==> src/rtl/fpu_op_sequencer_if.sv <==
// Request/response handshake bundle between a stimulus source and fpu_op_sequencer.
// The master drives requests and accepts responses; the slave is the sequencer.
interface fpu_op_sequencer_if #(
    parameter int FPUOP_W = 8,
    parameter int RM_W    = 2,
    parameter int FPCSR_W = 14
);
    logic               req_valid;
    logic               req_ready;
    logic [FPUOP_W-1:0] req_op;
    logic [RM_W-1:0]    req_rm;
    logic [31:0]        req_a;
    logic [31:0]        req_b;

    logic               rsp_valid;
    logic               rsp_ready;
    logic [31:0]        rsp_result;
    logic               rsp_cmp;
    logic [FPCSR_W-1:0] rsp_fpcsr;
    logic               rsp_timeout;

    modport master (
        output req_valid, req_op, req_rm, req_a, req_b, rsp_ready,
        input  req_ready, rsp_valid, rsp_result, rsp_cmp, rsp_fpcsr, rsp_timeout
    );

    modport slave (
        input  req_valid, req_op, req_rm, req_a, req_b, rsp_ready,
        output req_ready, rsp_valid, rsp_result, rsp_cmp, rsp_fpcsr, rsp_timeout
    );
endinterface

==> src/rtl/fpu_op_sequencer.sv <==
// Queues FPU requests and walks each one through the mor1kx FPU pin protocol:
// decode, execute, wait for valid (with watchdog), respond, flush, drain.
module fpu_op_sequencer #(
    parameter int DEPTH   = 4,
    parameter int FPUOP_W = 8,
    parameter int RM_W    = 2,
    parameter int FPCSR_W = 14,
    parameter int TIMEOUT = 64
) (
    input  logic               clk,
    input  logic               rst,
    fpu_op_sequencer_if.slave  bus,
    output logic               busy,
    output logic               fpu_flush,
    output logic               fpu_decode,
    output logic               fpu_execute,
    output logic [FPUOP_W-1:0] fpu_op,
    output logic [RM_W-1:0]    fpu_rm,
    output logic [31:0]        fpu_opa,
    output logic [31:0]        fpu_opb,
    input  logic [31:0]        fpu_out,
    input  logic               fpu_valid_arith,
    input  logic               fpu_cmp,
    input  logic               fpu_valid_cmp,
    input  logic [FPCSR_W-1:0] fpu_fpcsr
);
    localparam int AW = $clog2(DEPTH);
    localparam int PW = AW + 1;
    localparam int CW = $clog2(TIMEOUT) + 1;
    localparam logic [CW-1:0] CNT_LAST = CW'(TIMEOUT - 1);
    localparam logic [CW-1:0] CNT_MAX  = '1;

    typedef enum logic [2:0] {
        S_IDLE,
        S_DECODE,
        S_EXEC,
        S_WAIT,
        S_RESP,
        S_FLUSH,
        S_DRAIN
    } state_t;

    typedef struct packed {
        logic [FPUOP_W-1:0] op;
        logic [RM_W-1:0]    rm;
        logic [31:0]        a;
        logic [31:0]        b;
    } req_t;

    req_t               fifo_mem [DEPTH];
    req_t               head;
    logic [PW-1:0]      wr_ptr;
    logic [PW-1:0]      rd_ptr;
    logic               full;
    logic               empty;
    logic               push;
    logic               pop;

    state_t             state;
    state_t             state_n;
    logic [CW-1:0]      cnt;
    logic               is_cmp;
    logic               result_hit;
    logic               cnt_last;
    logic               drain_done;

    logic [31:0]        rsp_result_q;
    logic               rsp_cmp_q;
    logic [FPCSR_W-1:0] rsp_fpcsr_q;
    logic               rsp_timeout_q;

    // Extra pointer MSB distinguishes full from empty when the index bits match.
    assign full  = (wr_ptr[AW] != rd_ptr[AW]) && (wr_ptr[AW-1:0] == rd_ptr[AW-1:0]);
    assign empty = (wr_ptr == rd_ptr);
    assign push  = bus.req_valid && !full;
    assign head  = fifo_mem[rd_ptr[AW-1:0]];

    assign is_cmp     = fpu_op[3];
    assign result_hit = is_cmp ? fpu_valid_cmp : fpu_valid_arith;
    assign cnt_last   = (cnt == CNT_LAST);
    assign drain_done = (fpu_out == 32'd0) || cnt_last;

    assign bus.req_ready   = !full;
    assign bus.rsp_result  = rsp_result_q;
    assign bus.rsp_cmp     = rsp_cmp_q;
    assign bus.rsp_fpcsr   = rsp_fpcsr_q;
    assign bus.rsp_timeout = rsp_timeout_q;
    assign busy            = (state != S_IDLE) || !empty;

    always_ff @(posedge clk) begin
        if (push) begin
            fifo_mem[wr_ptr[AW-1:0]] <= {bus.req_op, bus.req_rm, bus.req_a, bus.req_b};
        end
    end

    always_ff @(posedge clk or posedge rst) begin
        if (rst) begin
            wr_ptr <= '0;
            rd_ptr <= '0;
        end else begin
            if (push) begin
                wr_ptr <= wr_ptr + PW'(1);
            end
            if (pop) begin
                rd_ptr <= rd_ptr + PW'(1);
            end
        end
    end

    always_ff @(posedge clk or posedge rst) begin
        if (rst) begin
            state <= S_IDLE;
        end else begin
            state <= state_n;
        end
    end

    always_comb begin
        state_n          = state;
        pop              = 1'b0;
        fpu_decode       = 1'b0;
        fpu_execute      = 1'b0;
        fpu_flush        = 1'b0;
        bus.rsp_valid    = 1'b0;
        case (state)
            S_IDLE: begin
                if (!empty) begin
                    pop     = 1'b1;
                    state_n = S_DECODE;
                end
            end
            S_DECODE: begin
                fpu_decode = 1'b1;
                state_n    = S_EXEC;
            end
            S_EXEC: begin
                fpu_execute = 1'b1;
                state_n     = S_WAIT;
            end
            S_WAIT: begin
                if (result_hit || cnt_last) begin
                    state_n = S_RESP;
                end
            end
            S_RESP: begin
                bus.rsp_valid = 1'b1;
                if (bus.rsp_ready) begin
                    state_n = S_FLUSH;
                end
            end
            S_FLUSH: begin
                fpu_flush = 1'b1;
                state_n   = S_DRAIN;
            end
            S_DRAIN: begin
                if (drain_done) begin
                    state_n = S_IDLE;
                end
            end
            default: state_n = S_IDLE;
        endcase
    end

    // Operand registers stay put for the whole op and return to zero once it drains.
    always_ff @(posedge clk or posedge rst) begin
        if (rst) begin
            fpu_op  <= '0;
            fpu_rm  <= '0;
            fpu_opa <= '0;
            fpu_opb <= '0;
        end else if (pop) begin
            fpu_op  <= head.op;
            fpu_rm  <= head.rm;
            fpu_opa <= head.a;
            fpu_opb <= head.b;
        end else if (state == S_DRAIN && drain_done) begin
            fpu_op  <= '0;
            fpu_rm  <= '0;
            fpu_opa <= '0;
            fpu_opb <= '0;
        end
    end

    always_ff @(posedge clk or posedge rst) begin
        if (rst) begin
            cnt <= '0;
        end else if (state == S_EXEC || state == S_FLUSH) begin
            cnt <= '0;
        end else if ((state == S_WAIT || state == S_DRAIN) && cnt != CNT_MAX) begin
            cnt <= cnt + CW'(1);
        end
    end

    // A real result wins over the watchdog if both land in the same cycle.
    always_ff @(posedge clk or posedge rst) begin
        if (rst) begin
            rsp_result_q  <= '0;
            rsp_cmp_q     <= 1'b0;
            rsp_fpcsr_q   <= '0;
            rsp_timeout_q <= 1'b0;
        end else if (state == S_WAIT) begin
            if (result_hit) begin
                rsp_result_q  <= is_cmp ? 32'd0 : fpu_out;
                rsp_cmp_q     <= is_cmp ? fpu_cmp : 1'b0;
                rsp_fpcsr_q   <= fpu_fpcsr;
                rsp_timeout_q <= 1'b0;
            end else if (cnt_last) begin
                rsp_result_q  <= '0;
                rsp_cmp_q     <= 1'b0;
                rsp_fpcsr_q   <= '0;
                rsp_timeout_q <= 1'b1;
            end
        end else if (state == S_RESP && bus.rsp_ready) begin
            rsp_result_q  <= '0;
            rsp_cmp_q     <= 1'b0;
            rsp_fpcsr_q   <= '0;
            rsp_timeout_q <= 1'b0;
        end
    end
endmodule
==> src/flat_wrapper.sv <==
// flat-port wrapper written by rule: the top's interface ports become plain ports
module fpu_op_sequencer_flat 
#(
    parameter int DEPTH   = 4,
    parameter int FPUOP_W = 8,
    parameter int RM_W    = 2,
    parameter int FPCSR_W = 14,
    parameter int TIMEOUT = 64
)
  (clk, rst, busy, fpu_flush, fpu_decode, fpu_execute, fpu_op, fpu_rm, fpu_opa, fpu_opb, fpu_out, fpu_valid_arith, fpu_cmp, fpu_valid_cmp, fpu_fpcsr, bus_req_valid, bus_req_op, bus_req_rm, bus_req_a, bus_req_b, bus_rsp_ready, bus_req_ready, bus_rsp_valid, bus_rsp_result, bus_rsp_cmp, bus_rsp_fpcsr, bus_rsp_timeout);
  fpu_op_sequencer_if #(.FPUOP_W(FPUOP_W), .RM_W(RM_W), .FPCSR_W(FPCSR_W)) bus_i ();
  input  logic clk;
  input  logic rst;
  output logic busy;
  output logic fpu_flush;
  output logic fpu_decode;
  output logic fpu_execute;
  output logic [FPUOP_W-1:0] fpu_op;
  output logic [RM_W-1:0] fpu_rm;
  output logic [31:0] fpu_opa;
  output logic [31:0] fpu_opb;
  input  logic [31:0] fpu_out;
  input  logic fpu_valid_arith;
  input  logic fpu_cmp;
  input  logic fpu_valid_cmp;
  input  logic [FPCSR_W-1:0] fpu_fpcsr;
  input wire logic [$bits(bus_i.req_valid)-1:0] bus_req_valid;
  input wire logic [$bits(bus_i.req_op)-1:0] bus_req_op;
  input wire logic [$bits(bus_i.req_rm)-1:0] bus_req_rm;
  input wire logic [$bits(bus_i.req_a)-1:0] bus_req_a;
  input wire logic [$bits(bus_i.req_b)-1:0] bus_req_b;
  input wire logic [$bits(bus_i.rsp_ready)-1:0] bus_rsp_ready;
  output wire logic [$bits(bus_i.req_ready)-1:0] bus_req_ready;
  output wire logic [$bits(bus_i.rsp_valid)-1:0] bus_rsp_valid;
  output wire logic [$bits(bus_i.rsp_result)-1:0] bus_rsp_result;
  output wire logic [$bits(bus_i.rsp_cmp)-1:0] bus_rsp_cmp;
  output wire logic [$bits(bus_i.rsp_fpcsr)-1:0] bus_rsp_fpcsr;
  output wire logic [$bits(bus_i.rsp_timeout)-1:0] bus_rsp_timeout;
  assign bus_i.req_valid = bus_req_valid;
  assign bus_i.req_op = bus_req_op;
  assign bus_i.req_rm = bus_req_rm;
  assign bus_i.req_a = bus_req_a;
  assign bus_i.req_b = bus_req_b;
  assign bus_i.rsp_ready = bus_rsp_ready;
  assign bus_req_ready = bus_i.req_ready;
  assign bus_rsp_valid = bus_i.rsp_valid;
  assign bus_rsp_result = bus_i.rsp_result;
  assign bus_rsp_cmp = bus_i.rsp_cmp;
  assign bus_rsp_fpcsr = bus_i.rsp_fpcsr;
  assign bus_rsp_timeout = bus_i.rsp_timeout;
  fpu_op_sequencer #(.DEPTH(DEPTH), .FPUOP_W(FPUOP_W), .RM_W(RM_W), .FPCSR_W(FPCSR_W), .TIMEOUT(TIMEOUT)) u_core (.clk(clk), .rst(rst), .bus(bus_i), .busy(busy), .fpu_flush(fpu_flush), .fpu_decode(fpu_decode), .fpu_execute(fpu_execute), .fpu_op(fpu_op), .fpu_rm(fpu_rm), .fpu_opa(fpu_opa), .fpu_opb(fpu_opb), .fpu_out(fpu_out), .fpu_valid_arith(fpu_valid_arith), .fpu_cmp(fpu_cmp), .fpu_valid_cmp(fpu_valid_cmp), .fpu_fpcsr(fpu_fpcsr));
endmodule
==> config.mk <==
export PLATFORM = sky130hd
export DESIGN_NAME = fpu_op_sequencer_flat
export DESIGN_NICKNAME = d
export VERILOG_FILES = /design/src/rtl/fpu_op_sequencer_if.sv /design/src/rtl/fpu_op_sequencer.sv /design/src/flat_wrapper.sv
export SDC_FILE = /design/constraint.sdc
export NUM_CORES = 1
export LEC_CHECK = 0
export CAP_MARGIN = 0
export CORE_MARGIN = 2
export CORE_UTILIZATION = 48
export CTS_BUF_LIST = sky130_fd_sc_hd__clkbuf_4 sky130_fd_sc_hd__clkbuf_8 sky130_fd_sc_hd__clkbuf_16
export DETAILED_ROUTE_END_ITERATION = 6
export MAX_ROUTING_LAYER = met4
export PLACE_DENSITY = 0.8
export SETUP_SLACK_MARGIN = 0.3
export SYNTH_ARGS = -nofsm -noshare
export SYNTH_HDL_FRONTEND = slang
export SYNTH_SLANG_ARGS = --single-unit
==> constraint.sdc <==
create_clock -name clk -period 5.4 [get_ports clk]
set_clock_uncertainty 0.15 [all_clocks]
set_input_delay 1.35 -clock clk [delete_from_list [all_inputs] [get_ports clk]]
set_output_delay 1.35 -clock clk [all_outputs]
set_load 0.01 [all_outputs]
**After elaboration in Yosys (flattened, before gate mapping)**

Memories as Yosys holds them, arrays and structs flattened.
Index checks and enable logic that the tools add are counted.

- Add/sub/neg operators: 3
- Equality and inequality tests: 16
- Multiplexer cells: 40
- Reduce and logical (&&, ||, !) cells: 20

Operators with widths:

| cell | count |
|---|---|
| 32-bit 2-to-1 mux | 8 |
| 14-bit 2-to-1 mux | 4 |
| 32-bit logical NOT | 1 |
| 3-bit case mux with 7 select lines | 1 |
| 1-bit 2-to-1 mux | 17 |
| 8-bit 2-to-1 mux | 2 |
| 7-bit 2-to-1 mux | 2 |
| 3-bit 2-to-1 mux | 4 |
| 3-bit == test, second input constant | 3 |
| 7-bit by 1-bit adder with 7-bit output, second input constant | 1 |
| 7-bit by 6-bit == test with 1-bit output, second input constant | 1 |
| 7-bit != test, second input constant | 1 |
| 3-bit by 1-bit adder with 3-bit output, second input constant | 2 |
| 3-bit by 2-bit == test with 1-bit output, second input constant | 2 |
| 2-bit nonzero test | 3 |
| 1-bit logical AND | 5 |
| 1-bit logical OR | 5 |
| 2-bit 2-to-1 mux | 2 |
| 2-bit by 1-bit != test with 1-bit output, second input constant | 2 |
| 2-bit != test, second input constant | 2 |
| 4-bit AND reduction | 1 |
| 3-bit by 1-bit == test with 1-bit output, second input constant | 1 |
| 3-bit == test | 1 |
| 3-bit logical NOT | 1 |
| other kinds (6) | 7 |

- Register bits: 138
- Memory bits (writable): 296
- Output and inout bits: 128
- Memories kept: 1

Memory list:

| memory | words | bits a word | rd ports | clocked after Yosys merged registers in | write ports | RTL line | source |
|---|---|---|---|---|---|---|---|
| u_core.fifo_mem | 4 | 74 | 1 | 0 | 1 | fpu_op_sequencer.sv:50 | `req_t fifo_mem [DEPTH];` |

**Depth between registers and ports, before layout**

- Depth after elaboration: 6
- Gate-level depth with buffers: 7
- Mapped depth without buffers: 5

**Worst setup path after synthesis**

Ideal clock, no wire load.

- Kind: input to register
- From: input bus_req_valid
- To: memory u_core.fifo_mem[3][0] in the netlist's numbering, enable pin
- Setup time: 0.442 ns
- Data arrival time: 3.526 ns
- Data required time: 4.808 ns
- Slack: 1.282 ns
- Cell stages on the path: 3
- Path buffers: 0
- Path through: inv_1 a31oi_1 and2_1

- Word-level cells in the longest chain between the ends: 3

Ends and longest elaborated chain:

| item | RTL line | source |
|---|---|---|
| start, declared | flat_wrapper.sv:27 | `input wire logic [$bits(bus_i.req_valid)-1:0] bus_req_valid;` |
| 1-bit logical AND | fpu_op_sequencer.sv:75 | `assign push = bus.req_valid && !full;` |
| 1-bit 2-to-1 mux | fpu_op_sequencer.sv:91 | `if (push) begin` |
| 1-bit 2-to-1 mux (implied by the code) | fpu_op_sequencer.sv:92 | `fifo_mem[wr_ptr[AW-1:0]] <= {bus.req_op, bus.req_rm, bus.req_a, bus.req_b};` |
| end, declared | fpu_op_sequencer.sv:50 |  |

Every way passes these cells.

**Final worst setup path**

- From: register u_core.rd_ptr[1]
- To: output busy

- Word-level cells in the longest chain between the ends: 3

Ends and longest elaborated chain:

| item | RTL line | source |
|---|---|---|
| start, declared | fpu_op_sequencer.sv:53 | `logic [PW-1:0] rd_ptr;` |
| start signal, assigned | fpu_op_sequencer.sv:105 | `rd_ptr <= rd_ptr + PW'(1);` |
| 3-bit == test | fpu_op_sequencer.sv:74 | `assign empty = (wr_ptr == rd_ptr);` |
| 1-bit logical NOT | fpu_op_sequencer.sv:88 | `assign busy = (state != S_IDLE) \|\| !empty;` |
| 1-bit logical OR | fpu_op_sequencer.sv:88 |  |
| end, declared | flat_wrapper.sv:14 | `output logic busy;` |

Every way passes these cells.

==> reports/metrics.yaml <==
outcome:
  status: "completed"
setup_path:
  crit_path_start: "u_core.rd_ptr[1]$_DFFE_PP0P_"
  crit_end: "busy"
  critPathKind: "reg -> out"
  reg2reg_depth: 4
  worstSetupPathDepth: 4
  r2r-start: "u_core.rd_ptr[0]$_DFFE_PP0P_"
  crit_path_end_kind: "output port"
  path_buf_inv: 1
  cpMaxStageDelayCell: "dfrtp_4"
  path_cells: "xnor2_1 > nand3_1 > or2_2 > clkdlybuf4s50_1"
  r2r_setup_slack_ns: 2.14
  r2r-end: "u_core.fifo_mem[2][58]$_DFFE_PP_"
  cp.arrival_ns: 2.79
  slowest_delay_ns: 0.69
  cp.required_ns: 3.90
  cp_max_fo: 33
  crit_family: "flip-flops"
  start_kind: "register"
clocking:
  cts_max_path_buffers: 3
  numCtsBuffers: 45
  cts-hold-fix-buffers: 0
  cts_max_level: 2
  cts_resized: 0
  clk_pin_slew_worst_paths_ns: 0.06
  post_cts_buffers: 0
  cts.sinks: 434
  cts-root-buf: "clkbuf_16"
  cts_tree: "yes"
  insertion_delay_ns: 0.54
synth:
  async_reset_ff_share_pct: 31.8
  yosys_warnings: 0
  synthTopCellsByArea: "edfxtp_1 54%, dfrtp_1 21%, mux4_2 10%, mux2i_1 4.7%, a22o_1 2.4%"
  synth.most_common_cell: "edfxtp_1"
  syn-num-nets: 993
  ys_seq_elements: 434
  syn_inst: 860
  synthTopCellsByCount: "296 x edfxtp_1, 138 x dfrtp_1, 78 x mux2i_1, 77 x a21oi_1, 74 x mux4_2"
  ys_types: 44
  yosysSeqAreaShare_pct: 74.8
  synth.cell_area_um2: 16500
  synth_top_area_share_pct: 53.9
  synth_top_cell_by_area: "edfxtp_1"
  syn_area_per_cell_um2: 19.2
  synth-edff-count: 296
  synth_ff_type: "edfxtp_1"
place:
  post-dp-hpwl_mm: 22.7
  gp_congestion: 0.840
  placed_cells: 1525
  io_buffers: 254
  pre_cts_slack_ns: 1.36
routing:
  met1_length_mm: 14.6
  dr_wl_met3_mm: 3.27
  ant_nets: 0
  vias_per_cell: 5.63
  firstDrtPassIters: 5
  via_count: 9059
  drt_iter0_markers: 496
  dr.max_layer_used: "met4"
  met2WireLength_mm: 18.7
  wl_per_cell_um: 23.1
  drc: 0
  wirelength_mm: 37.3
timing:
  timing.final.crit_share_pct: 79.4
  slew_violations: 0
  tns_ns: 0
  fmax_mhz: 233
  final.min_clock_period_ns: 4.29
  rsz0062_at_grt: "no"
  hold_viol: 0
  slew_headroom_pct: 31.1
  worstMarginPinSlew_ns: 1.03
  fin_ws_ns: 1.11
  setup_viol: 0
floorplan:
  io_pins: 255
  die_h_um: 189
  die-area_um2: 35900
  start_util_pct: 48.9
  core.rowCount: 67
  fp.coreArea_um2: 33700
  fp.dieW_um: 189
cells_and_area:
  final-instance-count-excl-fill: 1610
  fillers: 2405
  final_nets: 1257
  utilization_pct: 62.4
  syn_to_final_growth_pct: 27.4
  drive_above_1_share_pct: 15.7
power:
  p_leak_uw: 0.00716
  vdd_ir_drop_max_uv: 342
  swShare_pct: 25.0
  seq_power_share_pct: 49.8
  p_int_uw: 6970
  p_sw_uw: 2320
  clockPowerShare_pct: 32.5
  share_comb_of_total_power_pct: 17.7
  power_density_nw_per_um2: 442
grt:
  grt_antenna_before_repair: 3
  grt_first_pass_wirelength_mm: 56.8
  grt-ovfl-total: 0
  grt_max_degree: 139
  gr-usage-all-layers_pct: 21.6
  grt_pass1_vias: 9560
min_path:
  hp-class: "reg -> reg"
job:
  drv_cap: 0
how the worst min path moves through the flow:
| stage | depth (start not counted) | start | slack (ns) | to |
|---|---|---|---|---|
| after floorplan | 1 | u_core.cnt[4]$_DFFE_PP0P_ | 0.31 | u_core.cnt[4]$_DFFE_PP0P_ |
| after global placement | 1 | u_core.bus.rsp_timeout$_DFFE_PP0P_ | 0.33 | u_core.bus.rsp_timeout$_DFFE_PP0P_ |
| after detailed placement | 1 | u_core.bus.rsp_result[7]$_DFFE_PP0P_ | 0.33 | u_core.bus.rsp_result[7]$_DFFE_PP0P_ |
| after CTS | 1 | u_core.bus.rsp_result[11]$_DFFE_PP0P_ | 0.35 | u_core.bus.rsp_result[11]$_DFFE_PP0P_ |
| after global routing | 1 | u_core.bus.rsp_result[24]$_DFFE_PP0P_ | 0.36 | u_core.bus.rsp_result[24]$_DFFE_PP0P_ |
| final | 1 | u_core.bus.rsp_result[1]$_DFFE_PP0P_ | 0.35 | u_core.bus.rsp_result[1]$_DFFE_PP0P_ |
through the flow:
stage               hold slack (ns)  cell area (µm²)  power, µW
floorplan                     0.309            16500       5340
global placement              0.333            19600       6280
detailed placement            0.332            19600       6350
CTS                           0.350            21000       9390
global route                  0.363            21000       9690
finish                        0.346            21000       9280
sequential cells by signal, summed over array words and instances (netlist names), 2 cells and up:
name,flops
u_core.fpu_opa,32
u_core.rd_ptr,3
u_core.bus.rsp_fpcsr,14
u_core.state,3
u_core.cnt,7
u_core.fifo_mem,296
u_core.fpu_op,8
u_core.wr_ptr,3
u_core.fpu_opb,32
u_core.bus.rsp_result,32
u_core.fpu_rm,2
cell families after synthesis:
group,share of synthesized area (%)
muxes,14.9
adders and majority gates,0.455
AOI/OAI and AO/OA,5.64
xor gates and xnor gates,0.531
and+or+nand+nor,1.90
DFF,74.8
buffers and inverters,1.71
per-layer routing:
| metal | track usage (%) | up-vias |
|---|---|---|
| met1 | 26.4 | 4674 |
| met2 | 36.1 | 349 |
| met4 | 5.28 | 0 |
| met5 | - | - |
| li1 | - | 3984 |
| met3 | 5.86 | 52 |
area by class of cell:
type                       instances  area, µm²  area share (%)
sequential                       434      12300            58.8
multi-input combinational        367       3900            18.6
timing repair buffer             270       2710            12.9
clock buffer                      59       1240            5.89
tap                              448        561            2.67
clock inverter                    23        219            1.04
inverter                           6       26.3           0.125
antenna                            3       7.51          0.0357
worst reg2reg max path: stages (launching register included):
cell and delay, ns:
dfrtp_4 0.80, xnor2_1 0.28, a31oi_1 0.54, and2_4 0.72, buf_4 0.45
power groups by stage:
stage / registers, µW / logic [µW] / clock network [µW]
floorplan: 4740 / 601 / 0
global placement: 4650 / 1630 / 0
detailed placement: 4680 / 1670 / 0
CTS: 4630 / 1680 / 3080
global route: 4690 / 1780 / 3220
finish: 4620 / 1650 / 3010
cells in the final DEF (no fill, tap or decap), drive strengths merged, types with 3 or more instances in the layout:
master,n
edfxtp,296
clkdlybuf4s50,254
dfrtp,138
mux2i,78
a21oi,77
mux4,74
clkbuf,59
a22o,46
buf,16
clkinv,16
nand2,12
nor4,8
xnor2,7
inv,7
o21ai,7
ha,6
nor2,6
nand3,4
and2,4
bufinv,4
a31oi,4
diode,3
nand4,3
nand2b,3
nor3,3
xor2,3
(Power assumes the default switching activity.)
